===== src/rtl/pipe_ctrl.sv =====
// Pipeline sequencing and hazard controller for the 5-stage RV32IM core.
// Optional feature macro PIPE_CTRL_PERF_EN adds stall/flush performance counters.
module pipe_ctrl #(
  parameter int DIV_CYCLES = 32,
  parameter int REG_ADDR_W = 5
) (
  input  logic                  clk,
  input  logic                  rst,
  input  logic [REG_ADDR_W-1:0] id_rs1,
  input  logic [REG_ADDR_W-1:0] id_rs2,
  input  logic                  id_uses_rs1,
  input  logic                  id_uses_rs2,
  input  logic [REG_ADDR_W-1:0] ex_rd,
  input  logic                  ex_mem_read,
  input  logic                  ex_reg_write,
  input  logic                  ex_is_div,
  input  logic                  ex_branch_taken,
  input  logic                  mem_busy,
  output logic                  pc_en,
  output logic                  ifid_en,
  output logic                  idex_en,
  output logic                  exmem_en,
  output logic                  memwb_en,
  output logic                  ifid_flush,
  output logic                  idex_flush,
  output logic                  exmem_flush,
  output logic                  div_start,
`ifdef PIPE_CTRL_PERF_EN
  output logic [31:0]           stall_cycles,
  output logic [31:0]           flush_events,
`endif
  output logic                  div_busy
);

  localparam logic [1:0] RUN  = 2'd0;
  localparam logic [1:0] DIV  = 2'd1;
  localparam logic [1:0] DONE = 2'd2;
  localparam logic [7:0] CNT_INIT = 8'(DIV_CYCLES - 1);

  logic [1:0] state, state_nxt;
  logic [7:0] cnt, cnt_nxt;
  logic       load_use;
  logic       div_trig;

  assign load_use = ex_mem_read & ex_reg_write & (ex_rd != '0) &
                    ((id_uses_rs1 & (id_rs1 == ex_rd)) |
                     (id_uses_rs2 & (id_rs2 == ex_rd)));
  assign div_trig = (state == RUN) & ex_is_div & ~mem_busy;

  // The divider keeps iterating under mem_busy, so DIV -> DONE follows cnt alone.
  always_comb begin
    state_nxt = state;
    cnt_nxt   = cnt;
    case (state)
      RUN: begin
        if (div_trig) begin
          state_nxt = DIV;
          cnt_nxt   = CNT_INIT;
        end
      end
      DIV: begin
        if (cnt == 8'd0) state_nxt = DONE;
        else             cnt_nxt   = cnt - 8'd1;
      end
      DONE: begin
        if (!mem_busy) state_nxt = RUN;
      end
      default: state_nxt = RUN;
    endcase
  end

  always_ff @(posedge clk or negedge rst) begin
    if (!rst) begin
      state <= RUN;
      cnt   <= 8'd0;
    end else begin
      state <= state_nxt;
      cnt   <= cnt_nxt;
    end
  end

  always_comb begin
    pc_en       = 1'b0;
    ifid_en     = 1'b0;
    idex_en     = 1'b0;
    exmem_en    = 1'b0;
    memwb_en    = 1'b0;
    ifid_flush  = 1'b0;
    idex_flush  = 1'b0;
    exmem_flush = 1'b0;
    div_start   = 1'b0;
    div_busy    = 1'b0;
    if (rst) begin
      if (mem_busy) begin
        div_busy = (state == DIV);
      end else if (div_trig || state == DIV) begin
        exmem_en    = 1'b1;
        exmem_flush = 1'b1;
        memwb_en    = 1'b1;
        div_start   = div_trig;
        div_busy    = (state == DIV);
      end else begin
        pc_en    = 1'b1;
        ifid_en  = 1'b1;
        idex_en  = 1'b1;
        exmem_en = 1'b1;
        memwb_en = 1'b1;
        // DONE lets the quotient advance; branch outranks the load-use bubble.
        if (state == RUN) begin
          if (ex_branch_taken) begin
            ifid_flush = 1'b1;
            idex_flush = 1'b1;
          end else if (load_use) begin
            pc_en      = 1'b0;
            ifid_en    = 1'b0;
            idex_flush = 1'b1;
          end
        end
      end
    end
  end

`ifdef PIPE_CTRL_PERF_EN
  always_ff @(posedge clk or negedge rst) begin
    if (!rst) begin
      stall_cycles <= 32'd0;
      flush_events <= 32'd0;
    end else begin
      if (!pc_en)     stall_cycles <= stall_cycles + 32'd1;
      if (ifid_flush) flush_events <= flush_events + 32'd1;
    end
  end
`endif

endmodule


===== config.mk =====
export PLATFORM = sky130hd
export DESIGN_NAME = pipe_ctrl
export DESIGN_NICKNAME = d
export VERILOG_FILES = /design/src/rtl/pipe_ctrl.sv
export SDC_FILE = /design/constraint.sdc
export NUM_CORES = 1
export LEC_CHECK = 0
export BUFFER_PORTS_ARGS = -buffer_cell sky130_fd_sc_hd__buf_2
export CAP_MARGIN = 40
export CELL_PAD_IN_SITES_DETAIL_PLACEMENT = 1
export CELL_PAD_IN_SITES_GLOBAL_PLACEMENT = 1
export CORE_AREA = 2 2 55 57
export CTS_CLUSTER_DIAMETER = 100
export CTS_CLUSTER_SIZE = 10
export DETAILED_ROUTE_END_ITERATION = 8
export DIE_AREA = 0 0 57 59
export GPL_ROUTABILITY_DRIVEN = 0
export GPL_TIMING_DRIVEN = 0
export PLACE_DENSITY_LB_ADDON = 0.1
export RECOVER_POWER = 50
export SYNTH_ARGS = -nofsm -noshare
export SYNTH_HDL_FRONTEND = slang
export SYNTH_SLANG_ARGS = --single-unit

===== constraint.sdc =====
create_clock -name clk -period 2.2 [get_ports clk]
set_clock_uncertainty 0.15 [all_clocks]
set_input_delay 0.22 -clock clk [delete_from_list [all_inputs] [get_ports clk]]
set_output_delay 0.22 -clock clk [all_outputs]
set_load 0.02 [all_outputs]

==> summary by stage, run 1 <==
Run status
The flow ran to the end, and the final reports show no timing, DRC or antenna violations.

Global routing
The initial antenna violation count is 0. The first global-routing pass estimated roughly 3700 um of wire. Across every metal layer, demand over resource in global routing totals 0.146. The total overflow left after global routing is 0. The via count of the first global-routing pass is just over 800.

The pin count of the biggest net entering global routing is 11.

Clocking
The tree built by TritonCTS fans out to 10 sinks. Clock-pin slew was measured on the worst setup and hold paths at around 60 ps. The TritonCTS clock tree is yes. At the later pin of the worst-skew pair, clock insertion delay measures 260 ps.

The maximum level of the CTS H-tree is 1. No sink is reached through more buffers than the 2 on the longest clock path. The number of buffers created by CTS is 3. The library cell used as clock root buffer is clkbuf_4.

Layout
The count of antenna diodes in the layout is 0. With fillers left out, the area of the finished cells amounts to 1040 um2. Once layout is complete, the utilization of the core stands at 0.383.

In the final design database the tool counted 150 nets. The area growth from synthesis to layout is 32.4%. The number of non-filler instances in the completed layout is around 150. The fraction of layout cells with a size suffix above 1 is 0.352.

Critical path
The family of cells with the greatest summed delay on the critical path is simple AND/OR/NAND/NOR gates. The slowest stage of the critical path belongs to the cell dfrtp_2. The maximum net fanout on the critical path is 8.

Together, buffers and inverters on the worst path number 2. The category of the most critical setup path is reg2out. The worst setup path is launched from a register.

In this design, the stage delay of the slowest critical-path cell is approximately 470 ps. Traced cell by cell, the critical path runs through nor2_2, nand3_1, or3_1, o21a_1, buf_4, buf_2. The worst setup path is captured at an output pin.

Data arrives at the worst endpoint at approximately 1700 ps. At the worst endpoint, the required time is 1830 ps.

Synth
Counting instances in the post-synthesis netlist gives the leading cell types as 11 x nand2_1, 10 x dfrtp_1, 9 x nor2_1. The share of synthesized area in the top cell type comes to 0.319. The mapped netlist covers between 700 and 800 um2. The share of flip-flops with an asynchronous set or reset is 1.00. The portion of synthesized area spent on multiplexers is 0.0639. Yosys mapped a number of flops with a built-in enable equal to 0. The most area-hungry cell type in the Yosys netlist is dfrtp_1. Of the total synthesized cell area, the portion taken by AND, OR, NAND and NOR gates is 0.319.

The register bit count reported by yosys is 10. In this run, distinct cell masters in the synthesized netlist total 32. Of the total synthesized cell area, the portion taken by full adders, half adders and majority gates is 0.0319.

For this run, the leading register cell type out of synthesis is dfrtp_1. The XOR/XNOR share of the synthesized area is 0.134. The cell count after synthesis is between 80 and 90.

After synthesis, the largest family of logic cells by area is simple AND/OR/NAND/NOR gates. The area fraction in compound gates after synthesis was 0.0974. Yosys attributes the largest share of cell area to dfrtp_1 32%, xor2_1 8.9%, mux2i_1 6.4%, nand2_1 5.3%, xnor2_1 4.5%. The Yosys warning count is 0. The average cell area after synthesis is ~9.3 um2. The most common cell in the netlist is nand2_1. For this run, the register share of the synthesized area comes to 0.319. The total nets after synthesis is 110.

Power
The overall power of the completed layout is a little over 0.9 mW. The worst-case vdd ir drop is ~440 uV. The static leakage power is around 0.49 nW. For this design the ratio of total power to cell area is roughly 900 nW/um2.

Timing
The total of endpoints with negative setup slack in the final report is 0. The final setup TNS is 0 ps. The fraction of the cycle the final worst path needs is 0.949.

The slew at the pin with the worst max-slew slack is around 470 ps. The max-slew violation count was 0. Timing would allow up to around 0.48 GHz. The relative slew slack is 0.681. The minimum period implied by the final worst setup slack is 2090 ps. Setup repair after global routing left no endpoint under its margin. The number of hold violations in the final report was 0.

Drt
The detail route stage leaves a number of antenna-violating nets equal to 0. After the first detailed-routing iteration, the DRC count stood at 4. The routed length per instance is about 14 um.

Wires add up to 2120 um. The pre-antenna-repair detailed-routing pass consisted of 4 iterations. The number of design rule violations left after detail routing is 0. Across all layers, the routed design uses 747 vias. The via-per-instance ratio is about 4.9.

Floorplanning
During I/O placement, the number of pins put on the boundary was 34. The number of rows created at floorplan is 19. The placeable core region is around 2700 um2. From left edge to right edge, the die measures between 50 and 60 um. Measured along the y axis, the die boundary spans 59 um. The die covers approximately 3400 um2. The effective utilization at floorplan is 0.289.

Run
The number of max-cap violations is 0.

Placed design
The port buffer count is 33. The total half-perimeter wirelength after legalization and detailed placement is 1760 um. Once placement finished, the instance area stood at around 990 um2. Counting tap cells, the placed design contains a total of 148 instances.

Hold path
The tightest min-delay check is of the in2reg type.
## layout make-up
class,instances,area (um2)
buffer,2,15.0
clock buffer,3,22.5
multi-input combinational,69,518
sequential,10,253
inverter,3,11.3
tap,31,38.8
fill,341,1670
timing repair buffer,35,179
## cells in the final DEF (no fill, tap or decap), drive strengths merged
cell | netlist | layout
buf | 2 | 33
nand2 | 11 | 11
dfrtp | 10 | 10
nor2 | 9 | 9
xor2 | 8 | 8
clkbuf | 0 | 6
mux2i | 5 | 5
xnor2 | 4 | 4
and2 | 4 | 4
nor4 | 4 | 4
inv | 3 | 3
nand3b | 3 | 3
nor2b | 2 | 2
ha | 2 | 2
a2111oi | 2 | 2
nor4b | 1 | 1
nand2b | 1 | 1
a32oi | 1 | 1
or4 | 1 | 1
nand4b | 1 | 1
o21bai | 1 | 1
nor3 | 1 | 1
nand3 | 1 | 1
or3 | 1 | 1
o21a | 1 | 1
or3b | 1 | 1
o22ai | 1 | 1
nor4bb | 1 | 1
a21oi | 1 | 1
o21ai | 1 | 1
dlygate4sd3 | 0 | 1
## report_power, final
part	switching [mW]	leakage (nW)	internal (mW)
sequential	0.111	0.119	0.263
clock	0.0642	0.0138	0.0632
combinational	0.222	0.356	0.207
total	0.397	0.488	0.533
## cells by family after synthesis
group | after synthesis
AND/OR/NAND/NOR | 42
XOR/XNOR | 12
flip-flops | 10
AO/OA/AOI/OAI | 8
buffers and inverters | 5
multiplexers | 5
adder cells (fa/ha/maj) | 2
## flip-flops by register name, summed over array words and instances (netlist names)
register	cells
state	2
cnt	8
## what timing repair did
action | in CTS | in global routing
endpoints found under the setup margin | 2 | 1
hold buffers | 1 | 0
buffers inserted | 0 | 1
pin swaps | 0 | 1
gates resized for setup | 1 | 3
hold endpoints to repair | 10 | 0
## worst min-delay path: cells and delay by family
family	cells	cell delay, ps
and+or+nand+nor	1	70
buffers and inverters	1	130
AOI/OAI and AO/OA	1	60
## stage by stage
step | setup slack (ps) | hold slack, ps
final | 113 | 105
after detailed placement | 132 | -29.4
after CTS | 23.5 | 104
after global routing | 2.26 | 103
after floorplan | 149 | -226
after global placement | 121 | -32.5
## path summary, 6_finish.rpt
| path | slack [ps] | depth (start not counted) | end | start |
|---|---|---|---|---|
| setup reg to reg | 220 | 6 | cnt[0]$_DFFE_PN0P_ | cnt[0]$_DFFE_PN0P_ |
| min in group asynchronous | 420 | 2 | cnt[7]$_DFFE_PN0P_ | rst |
| hold reg to reg | 330 | 1 | cnt[7]$_DFFE_PN0P_ | cnt[7]$_DFFE_PN0P_ |
| max in group asynchronous | 1130 | 2 | state[1]$_DFFE_PN0P_ | rst |
| hold / removal | 100 | 3 | state[1]$_DFFE_PN0P_ | mem_busy |
| setup / recovery | 110 | 6 | pc_en | state[0]$_DFFE_PN0P_ |
## per-layer routing
metal | up-vias | part of all wire | track usage
met2 | 19 | 0.52 | 0.261
met3 | 4 | 0.049 | 0.0262
li1 | 375 | - | -
met5 | - | 0 | 0
met4 | 0 | 0.011 | 0.0598
met1 | 349 | 0.42 | 0.172
No activity file was read; power rests on OpenSTA's default activity.
==> run 2: changes to the inputs <==
- CORE_AREA: 2 2 55 57 -> 2 2 52 54
- DIE_AREA: 0 0 57 59 -> 0 0 54 56
==> summary by stage, run 2 (synthesized netlist as in run 1, its figures left out) <==
Run status
Status: finished, final reports clean (unchanged).

Global routing
The via count of the first global-routing pass is 795 (was 819). The overall routing resource usage came to 0.152 (was 0.146). The residual overflow from global routing came to 0 (unchanged).

The initial antenna violation count is 0 (unchanged). The pin count of the biggest net entering global routing is 11 (unchanged). The global-route wire length before repair is 3460 um (was 3730 um).

Timing
The fraction of the cycle the final worst path needs is 0.943 (was 0.949). The max-slew violation count is 0 (unchanged). The minimum period implied by the final worst setup slack is 2070 ps (was 2090 ps). The number of hold violations in the final report is 0 (unchanged). The slew at the pin with the worst max-slew slack is 559 ps (was 467 ps). The final setup TNS is 0 ps (unchanged). The worst-case setup margin in the final layout is 126 ps (was 113 ps). The relative slew slack was 0.618 (was 0.681). The total of endpoints with negative setup slack in the final report was 0 (unchanged). Setup repair after global routing missed its margin: false (unchanged). The peak clock frequency supported by timing is 0.482 GHz (was 0.479 GHz).

Critical path
The category of the most critical setup path is reg2out (unchanged). Sequence of cells on the critical path: nor2_2, nand3_1, or3_1, o21a_1, buf_4, buf_2 (unchanged). The critical path capture point type was an output pin (unchanged).

The maximum net fanout on the critical path is 8 (unchanged). The slack of the worst reg-to-reg path is 230 ps (was 220 ps). The number of buffer and inverter instances along the worst setup path is 2 (unchanged). The beginning of the worst register-to-register path is cnt[0]$_DFFE_PN0P_ (unchanged). The critical path's largest stage delay is 480 ps (was 470 ps). The worst endpoint required time is 1830 ps (about the same). The worst reg2reg path depth came to 6 (unchanged). The destination of the worst register-to-register timing path is cnt[4]$_DFFE_PN0P_ (was cnt[0]$_DFFE_PN0P_). The critical path launch point type is a register (unchanged). The family of cells with the greatest summed delay on the critical path was simple AND/OR/NAND/NOR gates (unchanged). The critical-path cell with the highest stage delay is dfrtp_2 (unchanged). The arrival time at the worst endpoint is 1700 ps (was 1720 ps).

Hold path
The endpoint of the worst hold path was state[1]$_DFFE_PN0P_ (unchanged). The worst min-delay path class was in2reg (unchanged). The hold path depth is 3 (unchanged).

The startpoint of the most critical hold path is mem_busy (unchanged).

Placed design
The port buffer count is 33 (unchanged). The post-placement setup slack is 182 ps (was 132 ps). The cell total after placement is 147 (was 148). The total half-perimeter wirelength after legalization and detailed placement is 1670 um (was 1760 um).

Power
The static leakage power was 0.502 nW (was 0.488 nW). The power per unit of standard cell area was 927 nW/um2 (was 897 nW/um2). The overall power of the completed layout came to 0.980 mW (was 0.930 mW). The worst-case vdd ir drop is 610 uV (was 437 uV).

Drt
The remaining number of nets flagged by the antenna check after routing is 0 (unchanged). The via-per-instance ratio is 4.92 (was 4.88). The total number of vias is 758 (was 747). The total detailed-routing wirelength is 2130 um (was 2120 um). The iteration count of the initial detailed-routing pass was 1 (was 4).

The routed length per instance is 13.8 um (about the same). The first-iteration detailed-routing DRC count was 0 (was 4). The number of design rule violations left after detail routing came to 0 (unchanged).

Clocking
The clock sink count is 10 (unchanged). The worst-skew pair later-pin latency came to 270 ps (was 260 ps). The post-CTS clock slew at the launch and capture registers of the worst setup and hold paths is 80 ps (was 60 ps).

The TritonCTS clock tree is yes (unchanged). The maximum level of the CTS H-tree came to 1 (unchanged). The maximum clock insertion buffer count is 2 (unchanged). The number of buffers created by CTS is 3 (unchanged). The library cell used as clock root buffer is clkbuf_4 (unchanged).

Floorplanning
The number of rows created at floorplan was 18 (was 19). The horizontal die dimension is 54 um (was 57 um). The effective utilization at floorplan was 0.322 (was 0.289). The number of top-level design ports is 34 (unchanged). The floorplan die height is 56 um (was 59 um). The die footprint came to 3020 um2 (was 3360 um2).

The placeable core region was 2430 um2 (was 2710 um2).

Layout
Most used cells in the layout excluding fill and tap cells: 30 x buf_2, 11 x nand2_1, 8 x nor2_1, 8 x xor2_1, 8 x dfrtp_1 (unchanged). The fraction of layout cells with a size suffix above 1 was 0.363 (was 0.352). The flip-flop count of the largest register, all copies and words added is 8 (unchanged).

The number of nets in the final layout is 151 (was 150). The count of antenna diodes in the layout was 0 (unchanged). Largest registers ranked by flip-flop count: cnt (8), state (2) (unchanged). The register with the highest flop count is cnt (unchanged). The number of non-filler instances in the completed layout is 154 (was 153). The synthesis-to-layout area growth is 35.0% (was 32.4%). The most frequent standard cell in the layout excluding fill and tap cells is buf_2 (unchanged).

Run
The number of max-cap violations is 0 (unchanged).
==> run 2: metrics by stage <==
step	util	cell area, um2	hold slack (ps)
3_5_place_dp	0.405	986	-32.4
6_report	0.435	1060	141
2_1_floorplan	-	783	-226
5_1_grt	0.435	1060	157
4_1_cts	0.428	1040	113
3_3_place_gp	0.405	986	-35.9
==> run 2: worst reg2reg max path: stages, from the launching register on <==
cell and delay (ps):
dfrtp_1 440, inv_1 90, ha_1 190, nor2b_1 180
a2111oi_0 550, xnor2_1 180, nand2_1 70
==> run 2: what timing repair did <==
action / 4_1_cts / 5_1_grt
pin swaps: 0 / 1
endpoints found under the setup margin: 2 / 1
hold endpoints to repair: 10 / 0
resized for setup: 1 / 3
setup buffers: 0 / 2
hold buffers: 1 / 0
==> run 2: power by group <==
group	internal, mW	switching, mW	total [mW]
logic	0.211	0.226	0.437
registers	0.262	0.111	0.373
clock network	0.100	0.0690	0.169
==> run 2: how the worst max path moves through the flow <==
stage | endpoint | cells past startpoint | slack, ps | from
6_report | pc_en | 6 | 130 | state[1]$_DFFE_PN0P_
5_1_grt | pc_en | 6 | 30 | state[0]$_DFFE_PN0P_
4_1_cts | pc_en | 6 | 40 | state[1]$_DFFE_PN0P_
3_5_place_dp | pc_en | 5 | 180 | state[0]$_DFFE_PN0P_
3_3_place_gp | pc_en | 5 | 120 | state[0]$_DFFE_PN0P_
2_1_floorplan | pc_en | 4 | 150 | state[0]$_DFFE_PN0P_
==> run 2: routing by layer <==
metal	GRT usage	up-vias	part of all wire
met5	0	-	0
met4	0.0536	0	0.0024
met3	0.0296	2	0.065
met2	0.263	22	0.48
met1	0.180	358	0.45
li1	-	376	-
==> run 2: cell type report <==
class                   instances  area, um2
plain buffers                   2       15.0
clock buffers                   4       36.3
fillers                       308       1380
inverters                       3       11.3
multi-input cells              69        518
flip-flops and latches         10        253
well taps                      30       37.5
repair buffers                 36        186
==> run 3: changes to the inputs <==
- ABC_AREA: default -> 1
- CORE_AREA: 2 2 52 54 -> 2 2 57 59
- DIE_AREA: 0 0 54 56 -> 0 0 59 61
==> summary by stage, run 3 <==
Synth
The Yosys warning count is 0 (unchanged). The synthesized area is 961 um2 (was 783 um2). The most frequently used flop master after synthesis is dfrtp_1 (unchanged).

The most common cell in the netlist is nand2_1 (unchanged). Cell types with the largest area share after synthesis: dfrtp_1 26%, nand2_1 16%, nand3_1 8.9%, inv_1 8.6%, nor2_1 6.6% (was dfrtp_1 32%, xor2_1 8.9%, mux2i_1 6.4%, nand2_1 5.3%, xnor2_1 4.5%). The total nets after synthesis is 173 (was 110). The cell count after synthesis is 147 (was 84).

The fraction of synthesized cell area taken by the top area cell type came to 0.260 (was 0.319). The number of distinct library cells after synthesis was 26 (was 32). The average cell area after synthesis is 6.54 um2 (was 9.32 um2). The most area-hungry cell type in the Yosys netlist is dfrtp_1 (unchanged). The number of enable-type register cells in the synthesized netlist is 0 (unchanged). The register bit count reported by yosys is 10 (unchanged). The share of flip-flops with an asynchronous set or reset is 1.00 (unchanged). Most numerous cell types in the synthesized netlist: 40 x nand2_1, 22 x inv_1, 17 x nand3_1, 17 x nor2_1, 10 x dfrtp_1 (was 11 x nand2_1, 10 x dfrtp_1, 9 x nor2_1).

The post-synthesis sequential area ratio is 0.260 (was 0.319).

Global routing
The overall routing resource usage is 0.153 (was 0.152). The residual overflow from global routing is 0 (unchanged). The via count of the first global-routing pass is 1012 (was 795). The global-route wire length before repair is 4280 um (was 3460 um). The pin count of the biggest net entering global routing is 11 (unchanged). The initial antenna violation count is 0 (unchanged).

Clocking
The maximum clock insertion buffer count is 2 (unchanged). The worst-skew pair later-pin latency is 260 ps (was 270 ps). The maximum level of the CTS H-tree came to 1 (unchanged). The clock sink count is 10 (unchanged). The number of buffers created by CTS is 3 (unchanged).

The post-CTS clock slew at the launch and capture registers of the worst setup and hold paths is 60 ps (was 80 ps). The TritonCTS clock tree is yes (unchanged). The library cell used as clock root buffer is clkbuf_4 (unchanged).

Floorplanning
The horizontal die dimension came to 59 um (was 54 um). The effective utilization at floorplan is 0.325 (was 0.322). The number of top-level design ports is 34 (unchanged). The floorplan die height came to 61 um (was 56 um). The number of rows created at floorplan is 20 (was 18). The die footprint is 3600 um2 (was 3020 um2). The placeable core region is 2950 um2 (was 2430 um2).

Critical path
The critical path launch point type is a register (unchanged). The worst reg2reg path depth was 8 (was 6). The critical path capture point type is an output pin (unchanged). Sequence of cells on the critical path: nor2_2, nand3b_4, nand2_1, nor2_1, nand2_1, inv_1, buf_4, buf_2 (was nor2_2, nand3_1, or3_1, o21a_1, buf_4, buf_2). The category of the most critical setup path is reg2out (unchanged). The worst endpoint required time is 1830 ps (about the same). The critical-path cell with the highest stage delay is dfrtp_1 (was dfrtp_2).

The number of buffer and inverter instances along the worst setup path is 3 (was 2). The beginning of the worst register-to-register path is cnt[0]$_DFFE_PN0P_ (unchanged). The critical path's largest stage delay came to 440 ps (was 480 ps).

The destination of the worst register-to-register timing path was cnt[7]$_DFFE_PN0P_ (was cnt[4]$_DFFE_PN0P_). The arrival time at the worst endpoint is 1520 ps (was 1700 ps). The family of cells with the greatest summed delay on the critical path is simple AND/OR/NAND/NOR gates (unchanged). The slack of the worst reg-to-reg path is 350 ps (was 230 ps). The cell seen most often among critical-path stages is nand2_1. The maximum net fanout on the critical path came to 7 (was 8).

Hold path
The worst min-delay path class is in2reg (unchanged). The hold path depth is 3 (unchanged). The endpoint of the worst hold path is state[1]$_DFFE_PN0P_ (unchanged). The startpoint of the most critical hold path is mem_busy (unchanged).

Timing
The max-slew violation count is 0 (unchanged). The relative slew slack is 0.670 (was 0.618). The number of hold violations in the final report is 0 (unchanged). The fraction of the cycle the final worst path needs came to 0.859 (was 0.943).

The peak clock frequency supported by timing is 0.529 GHz (was 0.482 GHz). The worst-case setup margin in the final layout is 309 ps (was 126 ps). The total of endpoints with negative setup slack in the final report is 0 (unchanged).

Setup repair after global routing missed its margin: false (unchanged). The minimum period implied by the final worst setup slack came to 1890 ps (was 2070 ps). The worst hold slack is 99.0 ps (was 141 ps). The slew at the pin with the worst max-slew slack is 494 ps (was 559 ps). The final setup TNS came to 0 ps (unchanged).

Layout
The number of nets in the final layout came to 212 (was 151). The flip-flop count of the largest register, all copies and words added was 8 (unchanged). The number of fill cells in the layout is 408 (was 308). The register with the highest flop count was cnt (unchanged).

The count of antenna diodes in the layout was 0 (unchanged). The fraction of layout cells with a size suffix above 1 came to 0.315 (was 0.363). The synthesis-to-layout area growth is 20.7% (was 35.0%). The most frequent standard cell in the layout excluding fill and tap cells is nand2_1 (was buf_2). Largest registers ranked by flip-flop count: cnt (8), state (2) (unchanged). Most used cells in the layout excluding fill and tap cells: 42 x nand2_1, 30 x buf_2, 22 x inv_1 (was 30 x buf_2, 11 x nand2_1, 8 x nor2_1, 8 x xor2_1, 8 x dfrtp_1).

Placed design
The post-placement setup slack came to 375 ps (was 182 ps). The total half-perimeter wirelength after legalization and detailed placement came to 2060 um (was 1670 um). The port buffer count is 33 (unchanged).

Run status
Status: finished, final reports clean (unchanged).

Power
The static leakage power was 0.710 nW (was 0.502 nW). The overall power of the completed layout was 1.12 mW (was 0.980 mW). The worst-case vdd ir drop is 447 uV (was 610 uV). The power per unit of standard cell area is 969 nW/um2 (was 927 nW/um2).

Drt
The via-per-instance ratio is 4.62 (was 4.92). The first-iteration detailed-routing DRC count is 46 (was 0). The remaining number of nets flagged by the antenna check after routing is 0 (unchanged).

The total number of vias is 1003 (was 758). The routed length per instance is 11.2 um (was 13.8 um). The number of design rule violations left after detail routing came to 0 (unchanged). The total detailed-routing wirelength came to 2430 um (was 2130 um). The iteration count of the initial detailed-routing pass is 3 (was 1).

Run
The number of max-cap violations is 0 (unchanged).
-- run 3: cell count changes after synthesis, moves of 4 or more --
cell     delta
xnor2_1     -4
nand3_1    +16
nor2_1      +8
nand2_1    +29
xor2_1      -7
mux2i_1     -5
o21ai_2     +4
nand2_2     +5
inv_1      +19
inv_2       +7
-- run 3: cell type report --
cell class / instances / area (um2) / share of cell area
plain buffers: 2 / 15.0 / 0.0129
repair buffers: 34 / 171 / 0.148
well taps: 33 / 41.3 / 0.0356
multi-input cells: 105 / 534 / 0.461
clock buffers: 3 / 22.5 / 0.0194
flip-flops and latches: 10 / 250 / 0.216
inverters: 30 / 125 / 0.108
-- run 3: cell families (layout without fill, tap and decap cells) --
| logic type | after synthesis | after routing | synth area share |
|---|---|---|---|
| and+or+nand+nor | 91 | 91 | 0.479 |
| buffers and inverters | 32 | 69 | 0.146 |
| AOI/OAI and AO/OA | 11 | 11 | 0.0794 |
| DFF | 10 | 10 | 0.260 |
| adders and majority gates | 2 | 2 | 0.0260 |
| xor gates and xnor gates | 1 | 1 | 0.00912 |
-- run 3: tightest hold or removal path: cells and delay by family --
| kind | cells | cell delay [ps] |
|---|---|---|
| buffers and inverters | 1 | 110 |
| AO/OA/AOI/OAI | 1 | 70 |
| AND/OR/NAND/NOR | 1 | 70 |
-- run 3: metal layers --
metal | wire length, um | vias to the layer above | global-route usage
li1 | - | 524 | -
met1 | 1170 | 459 | 0.206
met2 | 1160 | 20 | 0.262
met3 | 100 | 0 | 0.0192
met4 | 0 | 0 | 0.0390
met5 | 0 | - | 0
-- run 3: what timing repair did --
action,in CTS,in global routing
hold buffers,1,0
buffers inserted,0,0
gates resized for setup,0,0
hold endpoints to repair,10,0
-- run 3: report_power, final --
group	internal, mW	switching, mW	total (mW)
sequential	0.267	0.0904	0.357
clock	0.0631	0.0610	0.124
combinational	0.222	0.421	0.643
-- run 3: per-stage QoR --
step | cells | util | instance area (um2)
6_report | 217 | 0.393 | 1160
5_1_grt | 217 | 0.393 | 1160
4_1_cts | 217 | 0.406 | 1200
3_5_place_dp | 213 | 0.395 | 1170
3_3_place_gp | 213 | 0.395 | 1170
2_1_floorplan | 147 | - | 961
-- run 3: how the worst max path moves through the flow --
| stage | end | slack, ps | cells past startpoint | from |
|---|---|---|---|---|
| global route | cnt[3]$_DFFE_PN0P_ | 160 | 8 | cnt[0]$_DFFE_PN0P_ |
| detailed placement | pc_en | 380 | 9 | rst |
| floorplan | pc_en | 300 | 7 | rst |
| finish | pc_en | 310 | 8 | state[1]$_DFFE_PN0P_ |
| CTS | pc_en | 230 | 8 | state[1]$_DFFE_PN0P_ |
| global placement | pc_en | 430 | 9 | rst |
